--- src/rtl/gray_sync_decoder_if.sv ---
// Bus bundle for gray_sync_decoder: gray input, error clear and decoded outputs.
interface gray_sync_decoder_if #(
    parameter int unsigned WIDTH = 4
);
    logic [WIDTH-1:0] gray_in;
    logic             err_clr;
    logic [WIDTH-1:0] binary_out;
    logic             bin_valid;
    logic [WIDTH-1:0] step_out;
    logic             wrap_pulse;
    logic             step_err;

    modport master (
        output gray_in, err_clr,
        input  binary_out, bin_valid, step_out, wrap_pulse, step_err
    );

    modport slave (
        input  gray_in, err_clr,
        output binary_out, bin_valid, step_out, wrap_pulse, step_err
    );
endinterface

--- src/rtl/gray_sync_decoder.sv ---
// Two-flop synchronised gray-to-binary decoder with step, wrap and illegal-transition flag.
// Define GRAY_STEP_CHECK_EN to build the sticky multi-bit-change detector on step_err.
module gray_sync_decoder #(
    parameter int unsigned WIDTH = 4
) (
    input  logic               clk,
    input  logic               rst,
    gray_sync_decoder_if.slave bus
);

    typedef enum logic [1:0] {
        ST_INIT,
        ST_FILL,
        ST_PRIME,
        ST_RUN
    } state_e;

    state_e           state_q, state_d;
    logic [WIDTH-1:0] sync1_q, sync2_q;
    logic [WIDTH-1:0] binary_q, binary_d;
    logic [WIDTH-1:0] step_q, step_d;
    logic             wrap_q, wrap_d;
    logic             valid_q, valid_d;
    logic             err_q, err_d;
    logic [WIDTH-1:0] dec_c;
    logic [WIDTH-1:0] prev_gray_c;
    logic [WIDTH-1:0] gray_diff_c;
    logic             multi_bit_c;

    // Gray-to-binary decode of the synchronised word
    always_comb begin
        dec_c            = '0;
        dec_c[WIDTH-1]   = sync2_q[WIDTH-1];
        for (int i = int'(WIDTH) - 2; i >= 0; i--) begin
            dec_c[i] = dec_c[i+1] ^ sync2_q[i];
        end
    end

    // binary_q is the previous decoded sample, so re-encoding it recovers the previous sync2
    assign prev_gray_c = binary_q ^ (binary_q >> 1);
    assign gray_diff_c = sync2_q ^ prev_gray_c;
    assign multi_bit_c = (gray_diff_c & (gray_diff_c - WIDTH'(1))) != '0;

    always_comb begin
        state_d  = state_q;
        binary_d = binary_q;
        step_d   = step_q;
        wrap_d   = 1'b0;
        valid_d  = valid_q;
        err_d    = err_q;
        case (state_q)
            ST_INIT:  state_d = ST_FILL;
            ST_FILL:  state_d = ST_PRIME;
            ST_PRIME: begin
                binary_d = dec_c;
                step_d   = '0;
                valid_d  = 1'b1;
                state_d  = ST_RUN;
            end
            ST_RUN: begin
                binary_d = dec_c;
                step_d   = dec_c - binary_q;
                wrap_d   = (binary_q == '1) && (dec_c == '0);
            end
            default:  state_d = ST_INIT;
        endcase
`ifdef GRAY_STEP_CHECK_EN
        // A fresh error wins over a simultaneous clear
        if (bus.err_clr) err_d = 1'b0;
        if (state_q == ST_RUN && multi_bit_c) err_d = 1'b1;
`else
        err_d = 1'b0;
`endif
    end

    always_ff @(posedge clk or negedge rst) begin
        if (!rst) begin
            state_q  <= ST_INIT;
            sync1_q  <= '0;
            sync2_q  <= '0;
            binary_q <= '0;
            step_q   <= '0;
            wrap_q   <= 1'b0;
            valid_q  <= 1'b0;
            err_q    <= 1'b0;
        end else begin
            state_q  <= state_d;
            sync1_q  <= bus.gray_in;
            sync2_q  <= sync1_q;
            binary_q <= binary_d;
            step_q   <= step_d;
            wrap_q   <= wrap_d;
            valid_q  <= valid_d;
            err_q    <= err_d;
        end
    end

    assign bus.binary_out = binary_q;
    assign bus.step_out   = step_q;
    assign bus.wrap_pulse = wrap_q;
    assign bus.bin_valid  = valid_q;
`ifdef GRAY_STEP_CHECK_EN
    assign bus.step_err   = err_q;
`else
    assign bus.step_err   = 1'b0;

    logic unused_chk;
    assign unused_chk = bus.err_clr ^ err_q ^ multi_bit_c;
`endif

endmodule

--- src/flat_wrapper.sv ---
// flat-port wrapper written by rule: the top's interface ports become plain ports
module gray_sync_decoder_flat 
#(
    parameter int unsigned WIDTH = 4
)
  (clk, rst, bus_gray_in, bus_err_clr, bus_binary_out, bus_bin_valid, bus_step_out, bus_wrap_pulse, bus_step_err);
  gray_sync_decoder_if #(.WIDTH(WIDTH)) bus_i ();
  input  logic clk;
  input  logic rst;
  input wire logic [$bits(bus_i.gray_in)-1:0] bus_gray_in;
  input wire logic [$bits(bus_i.err_clr)-1:0] bus_err_clr;
  output wire logic [$bits(bus_i.binary_out)-1:0] bus_binary_out;
  output wire logic [$bits(bus_i.bin_valid)-1:0] bus_bin_valid;
  output wire logic [$bits(bus_i.step_out)-1:0] bus_step_out;
  output wire logic [$bits(bus_i.wrap_pulse)-1:0] bus_wrap_pulse;
  output wire logic [$bits(bus_i.step_err)-1:0] bus_step_err;
  assign bus_i.gray_in = bus_gray_in;
  assign bus_i.err_clr = bus_err_clr;
  assign bus_binary_out = bus_i.binary_out;
  assign bus_bin_valid = bus_i.bin_valid;
  assign bus_step_out = bus_i.step_out;
  assign bus_wrap_pulse = bus_i.wrap_pulse;
  assign bus_step_err = bus_i.step_err;
  gray_sync_decoder #(.WIDTH(WIDTH)) u_core (.clk(clk), .rst(rst), .bus(bus_i));
endmodule
--- config.mk ---
export PLATFORM = sky130hd
export DESIGN_NAME = gray_sync_decoder_flat
export DESIGN_NICKNAME = d
export VERILOG_FILES = /design/src/rtl/gray_sync_decoder_if.sv /design/src/rtl/gray_sync_decoder.sv /design/src/flat_wrapper.sv
export SDC_FILE = /design/constraint.sdc
export NUM_CORES = 1
export LEC_CHECK = 0
export CAP_MARGIN = 10
export CORE_MARGIN = 4
export CORE_UTILIZATION = 48
export DETAILED_ROUTE_END_ITERATION = 16
export PLACE_DENSITY = 0.76
export SLEW_MARGIN = 20
export SYNTH_ARGS = -nofsm -noshare
export SYNTH_HDL_FRONTEND = slang
export SYNTH_SLANG_ARGS = --single-unit
--- constraint.sdc ---
create_clock -name clk -period 2.7 [get_ports clk]
set_input_delay 0.405 -clock clk [delete_from_list [all_inputs] [get_ports clk]]
set_output_delay 0.405 -clock clk [all_outputs]
set_load 0.01 [all_outputs]
==> results of run 1 <==
==> cells in the final DEF, fill, tap and decap left out <==
master                            count
sky130_fd_sc_hd__mux2i_1              2
sky130_fd_sc_hd__xor2_1               1
sky130_fd_sc_hd__a211oi_1             1
sky130_fd_sc_hd__a21oi_1              1
sky130_fd_sc_hd__o21ai_0              6
sky130_fd_sc_hd__clkbuf_4             3
sky130_fd_sc_hd__inv_1               10
sky130_fd_sc_hd__xnor2_1              3
sky130_fd_sc_hd__nand2_1              6
sky130_fd_sc_hd__and4_4               1
sky130_fd_sc_hd__mux2_2               1
sky130_fd_sc_hd__a211o_1              1
sky130_fd_sc_hd__nor2_4               1
sky130_fd_sc_hd__nor2_1               1
sky130_fd_sc_hd__fa_1                 1
sky130_fd_sc_hd__clkdlybuf4s50_1     15
sky130_fd_sc_hd__dfrtp_1             20
sky130_fd_sc_hd__nand3b_1             1
sky130_fd_sc_hd__conb_1               1
sky130_fd_sc_hd__nand3_1              1
sky130_fd_sc_hd__or2_2                1
sky130_fd_sc_hd__nand4_1              1
sky130_fd_sc_hd__ha_1                 9
==> final cells by class <==
class	instances	area, sq um
Sequential cell	20	500.5
Fill cell	158	656.9
Tap cell	25	31.28
Inverter	10	37.54
Timing Repair Buffer	15	150.1
Clock buffer	3	22.52
Multi-Input combinational cell	40	327.8
==> registers in the layout, summed over array words and instances, names as in the netlist <==
name	cells
u_core.bus.binary_out	4
u_core.bus.step_out	4
u_core.sync1_q	4
u_core.sync2_q	4
u_core.state_q	2
u_core.bus.bin_valid	1
u_core.bus.wrap_pulse	1
==> metal layers <==
metal,vias to the layer above,share of wire [%]
li1,262,-
met1,262,42
met2,14,49
met3,4,5.8
met4,0,3.6
met5,-,0
==> worst max-delay path: stages (launching register included) <==
cell and delay (ps):
sky130_fd_sc_hd__dfrtp_1 380, sky130_fd_sc_hd__inv_1 60, sky130_fd_sc_hd__ha_1 360, sky130_fd_sc_hd__xnor2_1 190
sky130_fd_sc_hd__ha_1 300, sky130_fd_sc_hd__inv_1 50, sky130_fd_sc_hd__ha_1 200, sky130_fd_sc_hd__fa_1 370
sky130_fd_sc_hd__xor2_1 160, sky130_fd_sc_hd__o21ai_0 130
==> kinds of logic (layout without fill, tap and decap cells) <==
kind of cell / after synthesis / after routing / share of synthesized area, %
flip-flops: 20 / 20 / 57.31
AND/OR/NAND/NOR: 13 / 13 / 8.453
buffers and inverters: 11 / 28 / 5.158
adder cells (fa/ha/maj): 10 / 10 / 15.19
AO/OA/AOI/OAI: 9 / 9 / 5.874
XOR/XNOR: 4 / 4 / 4.012
multiplexers: 3 / 3 / 3.582
other: 1 / 1 / 0.4294
==> through the flow <==
stage               instances  total power, uW
floorplan                  71            450.3
global placement          110            539.7
detailed placement        110            546.4
CTS                       113            681.4
global route              113            713.5
finish                    113            669.2
==> power by group through the flow <==
stage	clock network [uW]	registers (uW)	logic [uW]
2_1_floorplan	0	383	67.8
3_3_place_gp	0	367	173
3_5_place_dp	0	370	177
4_1_cts	140	364	178
5_1_grt	150	369	195
6_report	133	362	174
==> final timing paths <==
check	end	slack, ps
hold reg to reg	u_core.sync2_q[0]	360
setup / recovery	u_core.bus.step_out[2]	430
min in group asynchronous	u_core.bus.step_out[3]	580
hold / removal	u_core.sync2_q[0]	360
setup reg to reg	u_core.bus.step_out[2]	430
max in group asynchronous	u_core.sync2_q[3]	1590
==> flow_summary_export.csv, run 1 <==
group,metric,value,unit
detailed_routing,vias_post_dr,542,
global_route,grt_max_degree,21,
floorplan,die_width,50.66,um
setup_path,crit_type,"reg -> reg",
final_layout,post_route_cells_drive_above_1_share,7.955,%
floorplan,chipHeight,50.66,um
detailed_routing,detail_route.iter0.violations,3,
setup_path,data_arrival_at_the_endpoint_of_the_critical_path,2490,ps
power,clock_power_share,19.9,%
floorplan,design.core.area,0.001727,sq mm
clocking,cts_hold_repair.buffers,0,
synthesis,yosys_most_used_dff,"sky130_fd_sc_hd__dfrtp_1",
place,placed_cell_area,0.001047,sq mm
final_layout,finalCoreUtilization,61.96,%
setup_path,end_kind,"flip-flop",
power,power.share.combinational,26.0,%
global_route,grtUsageMet2,20.65,%
final_layout,fin_area,0.001070,sq mm
setup_path,crit_path_start_kind,"flip-flop",
detailed_routing,detail-route-antenna-nets,0,
synthesis,post_synth_top_area_cell,"sky130_fd_sc_hd__dfrtp_1",
place,gp_routability_congestion,0.8267,
synthesis,synth.top_cell.area_share,57.31,%
timing,achievable-frequency,440.5,MHz
setup_path,ff2ff_path_depth,9,
final_layout,num-nets-final,107,
clocking,tritoncts,"built",
clocking,insertion_delay,290,ps
place,detailedPlace.worstSlack,441.5,ps
synthesis,synth.most_common_cell,"sky130_fd_sc_hd__dfrtp_1",
global_route,grt_overflow_total,0,
detailed_routing,routed_wl,1282,um
min_path,min_path_type,"reg -> reg",
final_layout,area_delta_synth_final,22.49,%
synthesis,post_synth_inst_count,71,
clocking,htree_levels,1,
timing,final-setup-viol-count,0,
setup_path,crit_start,"u_core.sync2_q[3]",
power,power_frac_seq,54.2,%
global_route,number_of_global_route_vias_before_repair,543,
setup_path,worstPathMaxFanout,4,
global_route,grt_antenna_before_repair,0,
clocking,post_cts_resize_count,0,
synthesis,post_synth_num_cell_types,22,
detailed_routing,drt-wirelength-per-cell,11.35,um
power,swShare,26.59,%
power,power_leakage,0.0005088,uW
synthesis,async_reset_ff_share,100.0,%
power,power_per_cell_area,625.6,mW/mm^2
clocking,clk_pin_slew,90,ps
synthesis,synth_edf_count,0,
timing,timing.final.crit_period,2270,ps
clocking,clk_root_buffer_cell,"sky130_fd_sc_hd__clkbuf_4",
synthesis,syn-mean-instance-area,12.30,sq um
clocking,cts.sink_count,20,
min_path,worstHoldPathCells,0,
synthesis,synthesis.yosys.warnings,0,
setup_path,required,2920,ps
power,internal-power,491.3,uW
timing,setup-tns-final,0,ps
synthesis,synth.cell_area,873.3,sq um
timing,max_slew.worst_pin.slew,847.1,ps
synthesis,synthTopCellsByCount,"20 x sky130_fd_sc_hd__dfrtp_1, 10 x sky130_fd_sc_hd__inv_1, 9 x sky130_fd_sc_hd__ha_1",
min_path,worst_hold_startpoint,"u_core.sync1_q[0]",
flow_run,drv_cap,0,
final_layout,insertedDiodeCount,0,
clocking,post_cts.repair.setup_buffers,0,
global_route,gr-max-usage-layer,"met2",
global_route,met3_usage,2.967,%
timing,final_hold_viol_count,0,
detailed_routing,detailed_route_drc_error_count,0,
floorplan,ioPinCount,18,
detailed_routing,vias_per_cell,4.796,
place,io_buffers,15,
synthesis,netlist_top_cells_area,"sky130_fd_sc_hd__dfrtp_1 57%, sky130_fd_sc_hd__ha_1 13%, sky130_fd_sc_hd__inv_1 4.3%, sky130_fd_sc_hd__o21ai_0 3.4%, sky130_fd_sc_hd__xnor2_1 3.0%",
global_route,grt_first_pass_wirelength,2359,um
timing,timing.final.max_slew_violations,0,
timing,clock-skew-final,3.854,ps
timing,fin_hold_ws,355.8,ps
power,irDropWorstVdd,406.8,uV
place,hpwlAfterDp,996.5,um
timing,setup_repair_after_global_routing_missed_its_margin,"no",
floorplan,die_area,0.002566,sq mm
clocking,cts_buffers,3,
setup_path,worstReg2RegStart,"u_core.sync2_q[3]",
floorplan,floorplan.initialDensity,50.58,%
timing,fin_crit_sh,84.07,%
timing,slew_headroom,43.35,%
power,switching_power,178.0,uW
global_route,gr-usage-all-layers,12.67,%
synthesis,synth.net_count,88,
outcome,run_status,"complete, no violations",
timing,setup_slack,430.0,ps
floorplan,placement_rows,15,
synthesis,synth_seq_cells,20,
clocking,max-clock-path-buffers,2,
detailed_routing,drt_pre_antenna_iters,2,
synthesis,synth-seq-area-share,57.31,%
global_route,use_met1,14.31,%
Note: power is estimated with default switching activity, not from simulation.
==> inputs of run 2 (changes only) <==
--- a/config.mk
+++ b/config.mk
@@ -6,10 +6,11 @@
 export NUM_CORES = 1
 export LEC_CHECK = 0
 export CAP_MARGIN = 10
+export CORE_ASPECT_RATIO = 1.5
 export CORE_MARGIN = 4
-export CORE_UTILIZATION = 48
+export CORE_UTILIZATION = 44
 export DETAILED_ROUTE_END_ITERATION = 16
-export PLACE_DENSITY = 0.76
+export PLACE_DENSITY = 0.73
 export SLEW_MARGIN = 20
 export SYNTH_ARGS = -nofsm -noshare
 export SYNTH_HDL_FRONTEND = slang
==> constraint.sdc (replaced) <==
create_clock -name clk -period 2 [get_ports clk]
set_input_delay 0.3 -clock clk [delete_from_list [all_inputs] [get_ports clk]]
set_output_delay 0.3 -clock clk [all_outputs]
set_load 0.01 [all_outputs]
==> run 2 against run 1 <==
Setup slack worse by 410 ps. Power increased by 41%. Sequential power rose by 36%. Register-to-register slack worse by 410 ps. Global-route usage shrank 0.93 points. Sequential share of layout area down 3.4 points. Via count up 3.1%. Flip-flop and latch count is the same. Count of clock-buffer cells in the layout is the same. Clock skew fell by 2.4 ps. Clock power rose by 31%. Non-clock buffer count up 4. Highest routed layer is now met3.
==> flow_summary_export.csv, run 2 (synthesized netlist as in run 1, its figures left out) <==
group,metric,value,unit
place,hpwlAfterDp,1063,um
detailed_routing,highest-signal-layer,"met3",
setup_path,worstPathCellList,"inv_2 -> ha_4 -> xnor2_4 -> ha_4 -> inv_2 -> ha_4 -> nand3b_1 -> and4_4 -> a211o_1",
timing,clock-skew-final,1.437,ps
setup_path,r2r_setup_slack,20,ps
power,irDropWorstVdd,551.1,uV
outcome,run_status,"complete, no violations",
clocking,htree_levels,1,
detailed_routing,detailed_route_drc_error_count,0,
timing,fin_crit_sh,98.87,%
setup_path,crit_path_start_kind,"flip-flop",
power,fin_total_pwr,944.6,uW
global_route,grt_first_pass_wirelength,2490,um
detailed_routing,vias_per_cell,4.947,
place,gp_routability_congestion,0.7293,
detailed_routing,met2WireLength,756,um
clocking,clk_pin_slew,100,ps
detailed_routing,detail_route.iter0.violations,6,
detailed_routing,drt_pre_antenna_iters,3,
global_route,gr-usage-all-layers,11.75,%
floorplan,placement_rows,19,
place,post-place-cells,109,
timing,final-setup-viol-count,0,
timing,final_hold_viol_count,0,
final_layout,post_route_cells_drive_above_1_share,20.65,%
setup_path,slowest_delay,400,ps
clocking,insertion_delay,280,ps
final_layout,insertedDiodeCount,0,
final_layout,mostFrequentLayoutCell,"sky130_fd_sc_hd__dfrtp_1",
global_route,grt_max_degree,21,
final_layout,layout_common_cells,"20 x sky130_fd_sc_hd__dfrtp_1, 15 x sky130_fd_sc_hd__clkdlybuf4s50_1, 7 x sky130_fd_sc_hd__inv_1",
power,internal-power,692.5,uW
setup_path,cpMaxStageDelayCell,"sky130_fd_sc_hd__dfrtp_1",
power,power.share.combinational,29.6,%
global_route,grt_overflow_total,0,
timing,timing.final.crit_period,1977,ps
final_layout,num-nets-final,111,
final_layout,area_delta_synth_final,32.09,%
power,clock_power_share,18.4,%
global_route,number_of_global_route_vias_before_repair,578,
timing,achievable-frequency,505.7,MHz
setup_path,required,2180,ps
floorplan,chipHeight,62.57,um
floorplan,ioPinCount,18,
power,power_per_cell_area,818.8,mW/mm^2
detailed_routing,vias_post_dr,559,
floorplan,die_width,44.38,um
setup_path,end_kind,"flip-flop",
detailed_routing,detail-route-antenna-nets,0,
detailed_routing,drt-wirelength-per-cell,12.07,um
floorplan,floorplan.initialDensity,47.10,%
setup_path,worstPathMaxFanout,2,
setup_path,path_common_cell,"sky130_fd_sc_hd__ha_4",
setup_path,data_arrival_at_the_endpoint_of_the_critical_path,2150,ps
flow_run,drv_cap,0,
setup_path,crit_type,"reg -> reg",
min_path,min_path_type,"in -> async",
clocking,cts.sink_count,20,
power,swShare,26.69,%
detailed_routing,wl_met1,553,um
clocking,cts_buffers,3,
power,power_leakage,0.0005312,uW
place,io_buffers,15,
timing,setup_repair_after_global_routing_missed_its_margin,"yes",
detailed_routing,routed_wl,1364,um
global_route,grt_antenna_before_repair,0,
power,power_frac_seq,52.0,%
clocking,tritoncts,"built",
floorplan,die_area,0.002776,sq mm
power,switching_power,252.1,uW
clocking,max-clock-path-buffers,2,
detailed_routing,wl_met3,55,um
final_layout,final-instance-count-excl-fill,113,
floorplan,design.core.area,0.001854,sq mm
clocking,clk_root_buffer_cell,"sky130_fd_sc_hd__clkbuf_4",
timing,timing.final.max_slew_violations,0,
run 2: area by class of cell:
cell class / instances / area (sq um)
multi-input cells: 40 / 386.6
repair buffers: 19 / 180.2
well taps: 21 / 26.28
flip-flops and latches: 20 / 500.5
inverters: 10 / 37.54
clock buffers: 3 / 22.52
fillers: 165 / 700.7
run 2: metrics by stage:
step	worst slack (ps)	TNS [ps]	utilization [%]	instance area [sq um]	hold WS (ps)
after global placement	-55.33	-94.85	58.64	1087	334.6
final	22.64	0	62.21	1154	349.2
after global routing	-67.01	-140.9	62.21	1154	355.4
after detailed placement	-58.10	-151.5	58.64	1087	337.1
after CTS	4.428	0	61.67	1144	339.3
after floorplan	4.771	0	-	895.9	4.409
run 2: power by group through the flow:
| stage | combinational, uW | sequential (uW) | clock [uW] |
|---|---|---|---|
| 6_report | 279 | 491 | 174 |
| 2_1_floorplan | 98.8 | 517 | 0 |
| 5_1_grt | 306 | 502 | 206 |
| 4_1_cts | 275 | 490 | 191 |
| 3_5_place_dp | 257 | 498 | 0 |
| 3_3_place_gp | 252 | 497 | 0 |
run 2: what timing repair did:
item,CTS,global route
hold buffers,0,0
setup endpoints to repair,3,3
resized for setup,5,3
pin swaps,1,3
buffers inserted,1,0
run 2: worst paths after layout:
check	end	depth (start not counted)	startpoint
max	u_core.bus.step_out[3]	9	u_core.sync2_q[3]
min	u_core.bus.binary_out[0]	2	rst
max reg2reg	u_core.bus.step_out[3]	9	u_core.sync2_q[3]
min reg2reg	u_core.sync2_q[3]	0	u_core.sync1_q[3]
max in group asynchronous	u_core.bus.step_out[0]	2	rst
min in group clk	u_core.sync2_q[3]	0	u_core.sync1_q[3]
run 2: per-layer routing:
layer / global-route usage [%] / vias to the layer above
met5: 0 / -
met1: 12.96 / 269
met3: 1.729 / 0
li1: - / 276
met2: 21.35 / 14
met4: 4.528 / 0
run 2: critical path, delay by kind of cell (launching register included):
kind,cells,cell delay [ps]
AOI/OAI and AO/OA,1,220
xor gates and xnor gates,1,150
adders and majority gates,3,620
buffers and inverters,2,110
DFF,1,400
and+or+nand+nor,2,360
==> inputs of run 3 (changes only) <==
--- a/config.mk
+++ b/config.mk
@@ -10,6 +10,7 @@
 export CORE_MARGIN = 4
 export CORE_UTILIZATION = 44
 export DETAILED_ROUTE_END_ITERATION = 16
+export HOLD_SLACK_MARGIN = 0.12
 export PLACE_DENSITY = 0.73
 export SLEW_MARGIN = 20
 export SYNTH_ARGS = -nofsm -noshare
==> results of run 3 <==
Same layout as run 2: the final DEF is identical, and so are final timing and power.
